$ cat config.mk
export PLATFORM = sky130hd
export DESIGN_NAME = mult_divid_control_flat
export DESIGN_NICKNAME = d
export VERILOG_FILES = /design/src/rtl/mdiv_pkg.sv /design/src/rtl/mult_divid_control_if.sv /design/src/rtl/mdiv_booth_recode.sv /design/src/rtl/mult_divid_control.sv /design/src/flat_wrapper.sv
export SDC_FILE = /design/constraint.sdc
export NUM_CORES = 1
export LEC_CHECK = 0
export ABC_AREA = 1
export CORE_MARGIN = 4
export CORE_UTILIZATION = 51
export CTS_CLUSTER_DIAMETER = 80
export DETAILED_ROUTE_END_ITERATION = 6
export GPL_TIMING_DRIVEN = 0
export PLACE_DENSITY = 0.81
export SETUP_SLACK_MARGIN = 0.5
export SKIP_CTS_REPAIR_TIMING = 1
export SLEW_MARGIN = 20
export SYNTH_ARGS = -nofsm -noshare
export SYNTH_HDL_FRONTEND = slang
export SYNTH_SLANG_ARGS = --single-unit
export TNS_END_PERCENT = 1
$ cat constraint.sdc
create_clock -name clk -period 3.6 [get_ports clk]
set_input_delay 0.72 -clock clk [delete_from_list [all_inputs] [get_ports clk]]
set_output_delay 0.72 -clock clk [all_outputs]
set_load 0.05 [all_outputs]
$ cat src/rtl/mdiv_pkg.sv
// Shared definitions for the multiply/divide sequencer: FSM state encoding,
// shifter and adder control codes, and default iteration counts.
package mdiv_pkg;

    typedef enum logic [2:0] {
        ST_IDLE = 3'd0,
        ST_INIT = 3'd1,
        ST_MUL  = 3'd2,
        ST_DPRE = 3'd3,
        ST_DSUB = 3'd4,
        ST_DCOR = 3'd5,
        ST_DONE = 3'd6
    } state_e;

    // Shifter control codes
    localparam logic [1:0] SHIFT_RIGHT   = 2'b00;  // right by 2 (Booth step)
    localparam logic [1:0] SHIFT_RESTORE = 2'b01;  // left, take restored remainder
    localparam logic [1:0] SHIFT_LEFT0   = 2'b10;  // left, pad 0
    localparam logic [1:0] SHIFT_LEFT1   = 2'b11;  // left, pad 1 (quotient bit set)

    // Adder operation codes
    localparam logic [1:0] ALU_PASS = 2'b00;
    localparam logic [1:0] ALU_ADD  = 2'b01;
    localparam logic [1:0] ALU_SUB  = 2'b10;

    localparam int MUL_STEPS_DEF = 17;
    localparam int DIV_STEPS_DEF = 32;
    localparam int CNT_W_DEF     = 6;

endpackage

$ cat src/rtl/mult_divid_control_if.sv
// Control/status bundle between the execute stage (master) and the
// multiply/divide sequencer (slave).
interface mult_divid_control_if;

    logic       start;
    logic       op;
    logic       signed_op;
    logic [1:0] mult_bits;
    logic       rem_neg;
    logic       divisor_zero;

    logic       init_we;
    logic       we;
    logic       we_sub;
    logic       shift;
    logic [1:0] shift_type;
    logic [1:0] alu_op;
    logic       alu_x2;
    logic       signed_lat;
    logic       busy;
    logic       done;
    logic       div_zero;

    modport master (
        output start, op, signed_op, mult_bits, rem_neg, divisor_zero,
        input  init_we, we, we_sub, shift, shift_type, alu_op, alu_x2,
               signed_lat, busy, done, div_zero
    );

    modport slave (
        input  start, op, signed_op, mult_bits, rem_neg, divisor_zero,
        output init_we, we, we_sub, shift, shift_type, alu_op, alu_x2,
               signed_lat, busy, done, div_zero
    );

endinterface

$ cat src/rtl/mdiv_booth_recode.sv
// Radix-4 Booth recoder: maps {multiplier bit pair, previous bit} to an
// adder operation and a 2x-multiplicand select.
module mdiv_booth_recode
    import mdiv_pkg::*;
(
    input  logic [1:0] mult_bits_i,
    input  logic       prev_bit_i,
    output logic [1:0] alu_op_o,
    output logic       alu_x2_o
);

    // Decode the Booth digit {-2,-1,0,+1,+2} into operation and magnitude
    always_comb begin
        // NOTE: defaults first so every path assigns every output; no latch.
        alu_op_o = ALU_PASS;
        alu_x2_o = 1'b0;
        unique case ({mult_bits_i, prev_bit_i})
            3'b001, 3'b010: alu_op_o = ALU_ADD;
            3'b011: begin
                alu_op_o = ALU_ADD;
                alu_x2_o = 1'b1;
            end
            3'b100: begin
                alu_op_o = ALU_SUB;
                alu_x2_o = 1'b1;
            end
            3'b101, 3'b110: alu_op_o = ALU_SUB;
            default: alu_op_o = ALU_PASS;  // 000 / 111
        endcase
    end

endmodule

$ cat src/rtl/mult_divid_control.sv
// Sequencer for the shared multiply/divide result register and adder.
// Runs radix-4 Booth multiply or restoring divide and reports busy/done.
// Optional feature: define MDIV_DIVZERO_EN to short-circuit divide by zero
// straight to DONE with div_zero flagged; otherwise div_zero is tied low.
module mult_divid_control
    import mdiv_pkg::*;
#(
    parameter int MUL_STEPS = MUL_STEPS_DEF,
    parameter int DIV_STEPS = DIV_STEPS_DEF,
    parameter int CNT_W     = CNT_W_DEF
) (
    input  logic                 clk,
    input  logic                 reset,
    mult_divid_control_if.slave  bus
);

    state_e             state_q, state_d;
    logic [CNT_W-1:0]   cnt_q, cnt_d;
    logic               prev_bit_q, prev_bit_d;
    logic               op_q, op_d;
    logic               signed_q, signed_d;
`ifdef MDIV_DIVZERO_EN
    logic               dz_q, dz_d;
`endif

    logic [1:0] booth_op;
    logic       booth_x2;

    logic       init_we, we, we_sub, shift, alu_x2, busy, done;
    logic [1:0] shift_type, alu_op;

    mdiv_booth_recode u_booth (
        .mult_bits_i (bus.mult_bits),
        .prev_bit_i  (prev_bit_q),
        .alu_op_o    (booth_op),
        .alu_x2_o    (booth_x2)
    );

    // State, counter and latched-operand registers
    always_ff @(posedge clk) begin
        // NOTE: non-blocking assignments so every register samples pre-edge values.
        if (reset) begin
            state_q    <= ST_IDLE;
            cnt_q      <= '0;
            prev_bit_q <= 1'b0;
            op_q       <= 1'b0;
            signed_q   <= 1'b0;
`ifdef MDIV_DIVZERO_EN
            dz_q       <= 1'b0;
`endif
        end else begin
            state_q    <= state_d;
            cnt_q      <= cnt_d;
            prev_bit_q <= prev_bit_d;
            op_q       <= op_d;
            signed_q   <= signed_d;
`ifdef MDIV_DIVZERO_EN
            dz_q       <= dz_d;
`endif
        end
    end

    // Next-state logic and per-state datapath strobes
    always_comb begin
        state_d    = state_q;
        cnt_d      = cnt_q;
        prev_bit_d = prev_bit_q;
        op_d       = op_q;
        signed_d   = signed_q;
`ifdef MDIV_DIVZERO_EN
        dz_d       = dz_q;
`endif
        init_we    = 1'b0;
        we         = 1'b0;
        we_sub     = 1'b0;
        shift      = 1'b0;
        shift_type = SHIFT_RIGHT;
        alu_op     = ALU_PASS;
        alu_x2     = 1'b0;
        busy       = 1'b0;
        done       = 1'b0;

        unique case (state_q)
            ST_IDLE: begin
                if (bus.start) begin
                    op_d     = bus.op;
                    signed_d = bus.signed_op;
                    state_d  = ST_INIT;
`ifdef MDIV_DIVZERO_EN
                    dz_d = ~bus.op & bus.divisor_zero;
                    if (dz_d) state_d = ST_DONE;
`endif
                end
            end
            ST_INIT: begin
                busy       = 1'b1;
                init_we    = 1'b1;
                cnt_d      = '0;
                prev_bit_d = 1'b0;
                state_d    = op_q ? ST_MUL : ST_DPRE;
            end
            ST_MUL: begin
                busy       = 1'b1;
                we         = 1'b1;
                shift      = 1'b1;
                shift_type = SHIFT_RIGHT;
                alu_op     = booth_op;
                alu_x2     = booth_x2;
                prev_bit_d = bus.mult_bits[1];
                // Exit is decided before incrementing, so cnt never passes the limit
                if (cnt_q == CNT_W'(MUL_STEPS - 1)) state_d = ST_DONE;
                else                                cnt_d   = cnt_q + CNT_W'(1);
            end
            ST_DPRE: begin
                busy       = 1'b1;
                we         = 1'b1;
                shift      = 1'b1;
                shift_type = SHIFT_LEFT0;
                state_d    = ST_DSUB;
            end
            ST_DSUB: begin
                busy    = 1'b1;
                we      = 1'b1;
                we_sub  = 1'b1;
                alu_op  = ALU_SUB;
                state_d = ST_DCOR;
            end
            ST_DCOR: begin
                busy  = 1'b1;
                we    = 1'b1;
                shift = 1'b1;
                // Negative trial remainder: add divisor back, quotient bit 0
                if (bus.rem_neg) begin
                    alu_op     = ALU_ADD;
                    shift_type = SHIFT_RESTORE;
                end else begin
                    alu_op     = ALU_PASS;
                    shift_type = SHIFT_LEFT1;
                end
                if (cnt_q == CNT_W'(DIV_STEPS - 1)) state_d = ST_DONE;
                else begin
                    cnt_d   = cnt_q + CNT_W'(1);
                    state_d = ST_DSUB;
                end
            end
            ST_DONE: begin
                done    = 1'b1;
                state_d = ST_IDLE;
            end
            default: state_d = ST_IDLE;
        endcase
    end

    assign bus.init_we    = init_we;
    assign bus.we         = we;
    assign bus.we_sub     = we_sub;
    assign bus.shift      = shift;
    assign bus.shift_type = shift_type;
    assign bus.alu_op     = alu_op;
    assign bus.alu_x2     = alu_x2;
    assign bus.signed_lat = signed_q;
    assign bus.busy       = busy;
    assign bus.done       = done;
`ifdef MDIV_DIVZERO_EN
    assign bus.div_zero   = (state_q == ST_DONE) & dz_q;
`else
    assign bus.div_zero   = 1'b0;
`endif

endmodule
$ cat src/flat_wrapper.sv
// flat-port wrapper written by rule: the top's interface ports become plain ports
module mult_divid_control_flat import mdiv_pkg::*;
#(
    parameter int MUL_STEPS = MUL_STEPS_DEF,
    parameter int DIV_STEPS = DIV_STEPS_DEF,
    parameter int CNT_W     = CNT_W_DEF
)
  (clk, reset, bus_start, bus_op, bus_signed_op, bus_mult_bits, bus_rem_neg, bus_divisor_zero, bus_init_we, bus_we, bus_we_sub, bus_shift, bus_shift_type, bus_alu_op, bus_alu_x2, bus_signed_lat, bus_busy, bus_done, bus_div_zero);
  mult_divid_control_if bus_i ();
  input  logic clk;
  input  logic reset;
  input wire logic [$bits(bus_i.start)-1:0] bus_start;
  input wire logic [$bits(bus_i.op)-1:0] bus_op;
  input wire logic [$bits(bus_i.signed_op)-1:0] bus_signed_op;
  input wire logic [$bits(bus_i.mult_bits)-1:0] bus_mult_bits;
  input wire logic [$bits(bus_i.rem_neg)-1:0] bus_rem_neg;
  input wire logic [$bits(bus_i.divisor_zero)-1:0] bus_divisor_zero;
  output wire logic [$bits(bus_i.init_we)-1:0] bus_init_we;
  output wire logic [$bits(bus_i.we)-1:0] bus_we;
  output wire logic [$bits(bus_i.we_sub)-1:0] bus_we_sub;
  output wire logic [$bits(bus_i.shift)-1:0] bus_shift;
  output wire logic [$bits(bus_i.shift_type)-1:0] bus_shift_type;
  output wire logic [$bits(bus_i.alu_op)-1:0] bus_alu_op;
  output wire logic [$bits(bus_i.alu_x2)-1:0] bus_alu_x2;
  output wire logic [$bits(bus_i.signed_lat)-1:0] bus_signed_lat;
  output wire logic [$bits(bus_i.busy)-1:0] bus_busy;
  output wire logic [$bits(bus_i.done)-1:0] bus_done;
  output wire logic [$bits(bus_i.div_zero)-1:0] bus_div_zero;
  assign bus_i.start = bus_start;
  assign bus_i.op = bus_op;
  assign bus_i.signed_op = bus_signed_op;
  assign bus_i.mult_bits = bus_mult_bits;
  assign bus_i.rem_neg = bus_rem_neg;
  assign bus_i.divisor_zero = bus_divisor_zero;
  assign bus_init_we = bus_i.init_we;
  assign bus_we = bus_i.we;
  assign bus_we_sub = bus_i.we_sub;
  assign bus_shift = bus_i.shift;
  assign bus_shift_type = bus_i.shift_type;
  assign bus_alu_op = bus_i.alu_op;
  assign bus_alu_x2 = bus_i.alu_x2;
  assign bus_signed_lat = bus_i.signed_lat;
  assign bus_busy = bus_i.busy;
  assign bus_done = bus_i.done;
  assign bus_div_zero = bus_i.div_zero;
  mult_divid_control #(.MUL_STEPS(MUL_STEPS), .DIV_STEPS(DIV_STEPS), .CNT_W(CNT_W)) u_core (.clk(clk), .reset(reset), .bus(bus_i));
endmodule
### Yosys cells after proc, flatten, opt, wreduce, memory -nomap -nowiden

Cells that the tools add are included.

* flip-flop bits (word level): 12
* output and inout bits: 13
* word-level logic and storage cells: 58
* input bits: 9

* add/sub/neg operators: 1
* reductions and logical operators: 12
* eq/ne operators: 18
* muxes and demuxes: 22

Operator list (number)
* equality test 3 bit (second input constant): 6
* case mux 3 bit (6 select lines): 1
* case mux 6 bit (3 select lines): 1
* equality test 3 x 2 -> 1 bit (second input constant): 4
* equality test 6 x 5 -> 1 bit (second input constant): 2
* 2-to-1 mux 6 bit: 2
* 2-to-1 mux 1 bit: 10
* OR reduction 3 bit: 3
* case mux 2 bit (2 select lines): 2
* adder 6 x 1 -> 6 bit (second input constant): 1
* equality test 3 x 1 -> 1 bit (second input constant): 2
* 2-to-1 mux 3 bit: 2
* != test 2 bit (second input constant): 3
* case mux 2 bit (3 select lines): 1
* OR reduction 5 bit: 1
* 2-to-1 mux 2 bit: 2
* AND reduction 2 bit: 2
* OR reduction 4 bit: 1
* zero test 3 bit: 1
* AND reduction 3 bit: 1
* nonzero test 3 bit: 1
* != test 2 x 1 -> 1 bit (second input constant): 1
* case mux 1 bit (2 select lines): 1
* nonzero test 2 bit: 1
* OR reduction 2 bit: 1

### Depth between registers and ports, before layout

Gate-level depths: netlist (run 1).

* word-level depth: 4
* mapped depth: 9
* depth with buffers taken out: 9

### Cells and area by module

From an unflattened synthesis (run 1), not the netlist that was laid out.

* cell total of the unflattened synthesis: 129
* area, all modules: 848.3 sq um

By module, submodules not included
* mult_divid_control: seq. area each 240.2 sq um, times used 1, cells each 122, area an instance 817.0 sq um
* mdiv_booth_recode: seq. area each 0.0 sq um, times used 1, cells each 7, area an instance 31.3 sq um

### Worst setup path after synthesis (run 1)

No wires, ideal clock.

* path kind: in2out
* start point: in bus_mult_bits[0]
* end point: out bus_alu_op[0]
* arrival: 1.936 ns
* stages on the path: 2
* buffers on the path: 0
* required time: 2.880 ns
* path slack: 0.944 ns
* path through: nor2_1 o31ai_1

* cells in the longest elaborated chain, start to end: 4
* elaborated cells between the ends (all ways): 10
* classes of those cells: eq/ne (6); mux (2); reduce/logical (2)

RTL lines
* start, declared: line flat_wrapper.sv:15 `input wire logic [$bits(bus_i.mult_bits)-1:0] bus_mult_bits;`
* equality test 3 bit (tied with other cells): line mdiv_booth_recode.sv:17 `unique case ({mult_bits_i, prev_bit_i})`
* OR reduction 3 bit (no source line)
* case mux 2 bit (2 select lines) (*): line mdiv_booth_recode.sv:17
* case mux 2 bit (3 select lines) (*): line mult_divid_control.sv:83 `unique case (state_q)`
* end, declared: line flat_wrapper.sv:23 `output wire logic [$bits(bus_i.alu_op)-1:0] bus_alu_op;`

Every way passes the cells marked *; elsewhere a longest branch is shown, timed or not.

### Final worst setup path (run 1)

* start point: in bus_mult_bits[0]
* end point: out bus_alu_x2

* cells in the longest elaborated chain, start to end: 4
* elaborated cells between the ends (all ways): 5
* classes of those cells: eq/ne (2); mux (2); reduce/logical (1)

RTL lines
* equality test 3 bit / equality test 3 x 2 -> 1 bit (equally long branches): line mdiv_booth_recode.sv:17
* OR reduction 2 bit (no source line) (*)
* 2-to-1 mux 1 bit (*): line mdiv_booth_recode.sv:17
* 2-to-1 mux 1 bit (*): line mult_divid_control.sv:83
* end, declared: line flat_wrapper.sv:24 `output wire logic [$bits(bus_i.alu_x2)-1:0] bus_alu_x2;`

Marks and branches as above.

==> results of run 1 <==
==> placed cells by master, fill, tap and decap left out, drive strengths merged, types with 2 or more instances in the layout <==
cell,instances
nor2,18
inv,22
a21oi,8
buf,2
nand3,17
clkdlybuf4s50,17
o21ai,4
clkbuf,4
nand2,37
dfxtp,12
ha,5
nand4,4
==> worst max-delay path by stage <==
stage	start	to	slack [ns]	depth (start not counted)
finish	bus_mult_bits[0]	bus_alu_x2	0.54	5
global route	bus_mult_bits[0]	bus_alu_x2	0.46	5
detailed placement	bus_mult_bits[1]	bus_alu_op[1]	0.54	5
floorplan	bus_mult_bits[0]	bus_alu_op[0]	0.94	2
CTS	bus_mult_bits[1]	bus_alu_op[1]	0.54	5
global placement	bus_mult_bits[1]	bus_alu_op[1]	0.52	5
==> metal layers <==
| metal | track usage, % | wire length [µm] |
|---|---|---|
| met1 | 19.23 | 833 |
| met2 | 28.63 | 907 |
| met3 | 3.313 | 99 |
| met4 | 10.60 | 60 |
| met5 | 0 | 0 |
==> registers in the layout, indices dropped and copies added (netlist names) <==
register / cells
u_core.cnt_q: 6
u_core.prev_bit_q: 1
u_core.op_q: 1
u_core.state_q: 3
u_core.bus.signed_lat: 1
==> critical path, stage by stage <==
cell and delay [ns]:
clkdlybuf4s50_1 0.44, nor2_1 0.14, nand2_1 0.07, a21oi_1 0.15, clkdlybuf4s50_1 0.82
==> power groups by stage <==
stage / combinational, mW / sequential (mW) / clock (mW)
finish: 0.614 / 0.204 / 0.106
global route: 0.684 / 0.210 / 0.117
CTS: 0.620 / 0.204 / 0.110
detailed placement: 0.619 / 0.207 / 0
global placement: 0.604 / 0.205 / 0
floorplan: 0.455 / 0.208 / 0
==> stage by stage <==
step	std cells	hold WS [ns]
after global routing	176	0.4902
after floorplan	138	0.4296
after CTS	176	0.4682
final	176	0.4622
after detailed placement	172	0.4577
after global placement	172	0.4482
==> logic make-up after synthesis <==
family	count (synthesis)	synth area share, %
xor+xnor	1	0.9917
compound gates	16	10.62
flops	12	27.20
buf+inv	24	10.62
simple gates	79	43.06
other cells	1	0.4245
fa+ha+maj	5	7.082
==> final cells by class <==
type | instances | area (µm²) | share of cell area [%]
clock buffer | 4 | 36.28 | 3.233
inverter | 22 | 82.58 | 7.358
buffer | 2 | 11.26 | 1.003
multi-input combinational | 102 | 549.3 | 48.94
sequential | 12 | 240.2 | 21.40
tap | 16 | 20.02 | 1.784
timing repair buffer | 18 | 182.7 | 16.28
==> cell usage after synthesis, drive strengths merged <==
cell	count
a211oi	1
a21oi	8
buf	2
conb	1
dfxtp	12
ha	5
inv	22
nand2	37
nand3	17
nand3b	1
nand4	4
nor2	18
nor3	1
o211ai	1
o21a	1
o21ai	4
o31ai	1
or2	1
xnor2	1
==> results.sh, run 1 <==
export IMPL_holdPathEnd="u_core.bus.signed_lat$_SDFFE_PP0P_"
export IMPL_status="complete, no violations"
export IMPL_hold_depth=2
export IMPL_dieArea_mm2=0.002462
export IMPL_p_int_mw=0.4291
export IMPL_cts_root_buf="clkbuf_4"
export IMPL_dp_hpwl_um=1590
export IMPL_p_seq_share_pct=22.1
export IMPL_yosysTopAreaCellShare_pct=27.20
export IMPL_yosysUniqueCellTypes=28
export IMPL_cp_max_fo=3
export IMPL_ctsLongestPathBuffers=2
export IMPL_post_route_util_pct=71.19
export IMPL_synth_cells=138
export IMPL_antennaDiodeCount=0
export IMPL_core_area_mm2=0.001577
export IMPL_ant_nets=0
export IMPL_clock_latency_ns=0.27
export IMPL_clock_sinks=12
export IMPL_die_h_um=49.62
export IMPL_clkPwrFrac_pct=11.4
export IMPL_switchingPower_mw=0.4943
export IMPL_timing_rr_start="u_core.cnt_q[1]$_SDFFE_PP0P_"
export IMPL_routedWlPerCell_um=10.80
export IMPL_syn_cell_area_um2=883.3
export IMPL_area_delta_synth_final_pct=27.05
export IMPL_via_per_inst=5.210
export IMPL_final_period_utilization_pct=84.87
export IMPL_p_total_mw=0.9234
export IMPL_htree_levels=1
export IMPL_finalHoldViolCount=0
export IMPL_clock_fmax_mhz=327.3
export IMPL_num_fill_cells=133
export IMPL_ys_seq_area_share_pct=27.20
export IMPL_path_class="in -> out"
export IMPL_ys_ff_latch=12
export IMPL_rsz0062_at_grt="yes"
export IMPL_grtUsageTotal_pct=16.91
export IMPL_tightest_slew_ns=0.5030
export IMPL_firstDrtPassIters=4
export IMPL_cp_data_required_time_ns=2.88
export IMPL_numCtsBuffers=3
export IMPL_final_net_count=175
export IMPL_dr_total_vias=917
export IMPL_power_per_cell_area_mw_per_mm2=822.7
export IMPL_row_count=14
export IMPL_grt_pass1_vias=830
export IMPL_tritoncts="yes"
export IMPL_fin_tns_setup_ns=0
export IMPL_syn_num_nets=152
export IMPL_clk_pin_slew_worst_paths_ns=0.07
export IMPL_avgSynthCellArea_um2=6.401
export IMPL_fin_crit_ns=3.055
export IMPL_antenna_found_initial=0
export IMPL_totalWireLength_um=1901
export IMPL_drv_slew=0
export IMPL_p_comb_share_pct=66.5
export IMPL_fin_area_mm2=0.001122
export IMPL_gp_congestion=0.8542
export IMPL_finalClockSkew_ns=0.003199
export IMPL_slew_limit_headroom_pct=66.41
export IMPL_cp_arrival_ns=2.34
export IMPL_start_util_pct=56.03
export IMPL_cp_end_kind="output port"
export IMPL_r2r_slack_ns=2.27
export IMPL_r2r_end="u_core.cnt_q[1]$_SDFFE_PP0P_"
export IMPL_setup_viol=0
export IMPL_drc=0
export IMPL_io_buffers=18
export IMPL_grt_pass1_wl_um=3263
export IMPL_peakVddDrop_uv=688.2
export IMPL_fp_dieW_um=49.62
export IMPL_p_leak_nw=0.5381
export IMPL_io_pins=22
export IMPL_switching_share_pct=53.53
export IMPL_drtIter0Drc=20
export IMPL_worstRegToRegCells=8
export IMPL_dp_slack_ns=0.5377
export IMPL_worstHoldStart="u_core.bus.signed_lat$_SDFFE_PP0P_"
export IMPL_finalWorstSetupSlack_ns=0.5446
export IMPL_final_layout_size_suffix_gt1_share_pct=13.13
export IMPL_yosys_warnings=0
export IMPL_cap_viol_max_count=0
export IMPL_worstSetupStartpointType="primary input"
export IMPL_dpl_cell_area_mm2=0.001084
export IMPL_grt_max_degree=11
export IMPL_hp_class="reg -> reg"
export IMPL_overflow=0
export IMPL_yosysTopAreaCell="dfxtp_1"
export IMPL_synth_area_top_cells="dfxtp_1 27%, nand2_1 14%, nand3_1 8.5%"
Note: power is estimated with default switching activity, not from simulation.
==> run 2, diff against run 1 <==
--- a/config.mk
+++ b/config.mk
@@ -7,11 +7,11 @@
 export LEC_CHECK = 0
 export ABC_AREA = 1
 export CORE_MARGIN = 4
-export CORE_UTILIZATION = 51
+export CORE_UTILIZATION = 43
 export CTS_CLUSTER_DIAMETER = 80
 export DETAILED_ROUTE_END_ITERATION = 6
 export GPL_TIMING_DRIVEN = 0
-export PLACE_DENSITY = 0.81
+export PLACE_DENSITY = 0.73
 export SETUP_SLACK_MARGIN = 0.5
 export SKIP_CTS_REPAIR_TIMING = 1
 export SLEW_MARGIN = 20
==> constraint.sdc (replaced) <==
create_clock -name clk -period 2.6 [get_ports clk]
set_input_delay 0.52 -clock clk [delete_from_list [all_inputs] [get_ports clk]]
set_output_delay 0.52 -clock clk [all_outputs]
set_load 0.05 [all_outputs]
==> results.sh, run 2 (synthesis results as in run 1) <==
export IMPL_final_net_count=175
export IMPL_grt_max_degree=11
export IMPL_layout_commonest_cell="nand2_1"
export IMPL_cp_data_required_time_ns=2.08
export IMPL_fin_area_mm2=0.001130
export IMPL_io_buffers=18
export IMPL_critical_path_slowest_cell="dfxtp_1"
export IMPL_clock_sinks=12
export IMPL_die_h_um=53.33
export IMPL_hold_depth=2
export IMPL_grt_pass1_wl_um=3567
export IMPL_dp_hpwl_um=1631
export IMPL_clk_pin_slew_worst_paths_ns=0.07
export IMPL_dr_total_vias=909
export IMPL_drc=0
export IMPL_cts_root_buf="clkbuf_4"
export IMPL_cp_arrival_ns=1.70
export IMPL_critPathMaxStageDelay_ns=0.48
export IMPL_via_per_inst=4.887
export IMPL_htree_levels=1
export IMPL_finalHoldViolCount=0
export IMPL_dieArea_mm2=0.002844
export IMPL_worstHoldStart="u_core.bus.signed_lat$_SDFFE_PP0P_"
export IMPL_dpl_cell_area_mm2=0.001102
export IMPL_grt_pass1_vias=851
export IMPL_slew_limit_headroom_pct=65.65
export IMPL_holdPathEnd="u_core.bus.signed_lat$_SDFFE_PP0P_"
export IMPL_top_regs="u_core.cnt_q (6), u_core.state_q (3)"
export IMPL_hold_slack_ns=0.4656
export IMPL_regMostFlops="u_core.cnt_q"
export IMPL_drtIter0Drc=13
export IMPL_layout_common_cells="32 x nand2_1, 16 x inv_1, 16 x nor2_1"
export IMPL_r2r_end="u_core.cnt_q[0]$_SDFFE_PP0P_"
export IMPL_rsz0062_at_grt="yes"
export IMPL_final_layout_size_suffix_gt1_share_pct=15.09
export IMPL_area_delta_synth_final_pct=27.90
export IMPL_tritoncts="yes"
export IMPL_start_util_pct=45.03
export IMPL_fin_crit_ns=2.223
export IMPL_cp_top_family="flip-flops"
export IMPL_cap_viol_max_count=0
export IMPL_grtUsageTotal_pct=17.34
export IMPL_path_class="reg -> out"
export IMPL_ant_nets=0
export IMPL_overflow=0
export IMPL_fp_dieW_um=53.33
export IMPL_totalWireLength_um=2071
export IMPL_antenna_found_initial=0
export IMPL_hp_class="reg -> reg"
export IMPL_largest_register_ffs=6
export IMPL_worstRegToRegCells=8
export IMPL_row_count=16
export IMPL_p_leak_nw=0.6519
export IMPL_clock_latency_ns=0.28
export IMPL_worstSetupStartpointType="register"
export IMPL_peakVddDrop_uv=719.4
export IMPL_finalClockSkew_ns=0.006268
export IMPL_status="complete, no violations"
export IMPL_routedWlPerCell_um=11.13
export IMPL_timing_rr_start="u_core.cnt_q[1]$_SDFFE_PP0P_"
export IMPL_io_pins=22
export IMPL_setup_viol=0
export IMPL_gp_congestion=0.8725
export IMPL_cp_end_kind="output port"
export IMPL_drv_slew=0
export IMPL_ctsLongestPathBuffers=2
export IMPL_cp_max_fo=6
export IMPL_numCtsBuffers=3
export IMPL_antennaDiodeCount=0
export IMPL_crit_chain="inv_2 -> ha_1 -> or2_1 -> nand3_1 -> o31ai_2 -> clkbuf_2"
export IMPL_core_area_mm2=0.001962
export IMPL_tightest_slew_ns=0.5145
export IMPL_path_buf_inv=2
export IMPL_final_period_utilization_pct=85.50
export IMPL_power_per_cell_area_mw_per_mm2=1101
export IMPL_firstDrtPassIters=4
export IMPL_r2r_slack_ns=1.24
export IMPL_clock_fmax_mhz=449.8
[run 2: changes by cell type in the layout (fill, tap and decap cells not counted)]
cell / change
clkbuf_8: -1
o31ai_1: -1
clkdlybuf4s50_1: -10
o31ai_2: +1
dlymetal6s2s_1: +7
clkbuf_2: +3
[run 2: how the worst max path moves through the flow]
stage	from	end	slack [ns]	depth (start not counted)
5_1_grt	u_core.state_q[1]$_SDFFE_PP0P_	bus_alu_op[0]	0.26	6
3_5_place_dp	bus_mult_bits[1]	bus_alu_op[1]	-0.08	5
4_1_cts	u_core.state_q[1]$_SDFFE_PP0P_	bus_alu_op[0]	-0.12	6
3_3_place_gp	bus_mult_bits[1]	bus_alu_op[1]	-0.09	5
6_report	u_core.state_q[1]$_SDFFE_PP0P_	bus_alu_op[0]	0.38	6
2_1_floorplan	u_core.state_q[1]$_SDFFE_PP0P_	bus_alu_op[1]	0.31	4
[run 2: metal layers]
layer | GRT usage, % | part of all wire [%] | wire length (µm)
met5 | 0 | 0 | 0
met4 | 10.21 | 2.4 | 49
met3 | 1.972 | 4.7 | 98
met2 | 30.20 | 47 | 965
met1 | 19.93 | 46 | 958
[run 2: layout make-up]
type | count | area (µm²)
repair buffers | 18 | 185.2
well taps | 27 | 33.78
clock buffers | 3 | 22.52
inverters | 22 | 82.58
multi-input cells | 102 | 554.3
plain buffers | 2 | 11.26
fillers | 225 | 832.0
flip-flops and latches | 12 | 240.2
[run 2: worst reg2reg max path: stages (launching register included)]
cell and delay [ns]:
dfxtp_1 0.36, ha_1 0.19, nand3_1 0.14, nor2_2 0.17, nand2_4 0.12, nand2_2 0.10, nand2_1 0.05, nand2_1 0.06
nor2_1 0.03
[run 2: report_power, final]
group | switching (mW) | total, mW | internal, mW | leakage [nW]
registers | 0.0498 | 0.280 | 0.230 | 0.0979
logic | 0.576 | 0.843 | 0.268 | 0.540
clock network | 0.0666 | 0.120 | 0.0537 | 0.0138
[run 2: per-stage QoR]
stage | cells | setup WS, ns | total power [mW] | setup TNS [ns] | utilization, %
after floorplan | 138 | 0.3140 | 0.9203 | 0 | -
after global placement | 183 | -0.09210 | 1.130 | -0.1405 | 56.19
after detailed placement | 183 | -0.08389 | 1.143 | -0.1688 | 56.19
after CTS | 186 | -0.1168 | 1.264 | -0.2805 | 57.33
after global routing | 186 | 0.2610 | 1.356 | 0 | 57.59
final | 186 | 0.3769 | 1.244 | 0 | 57.59
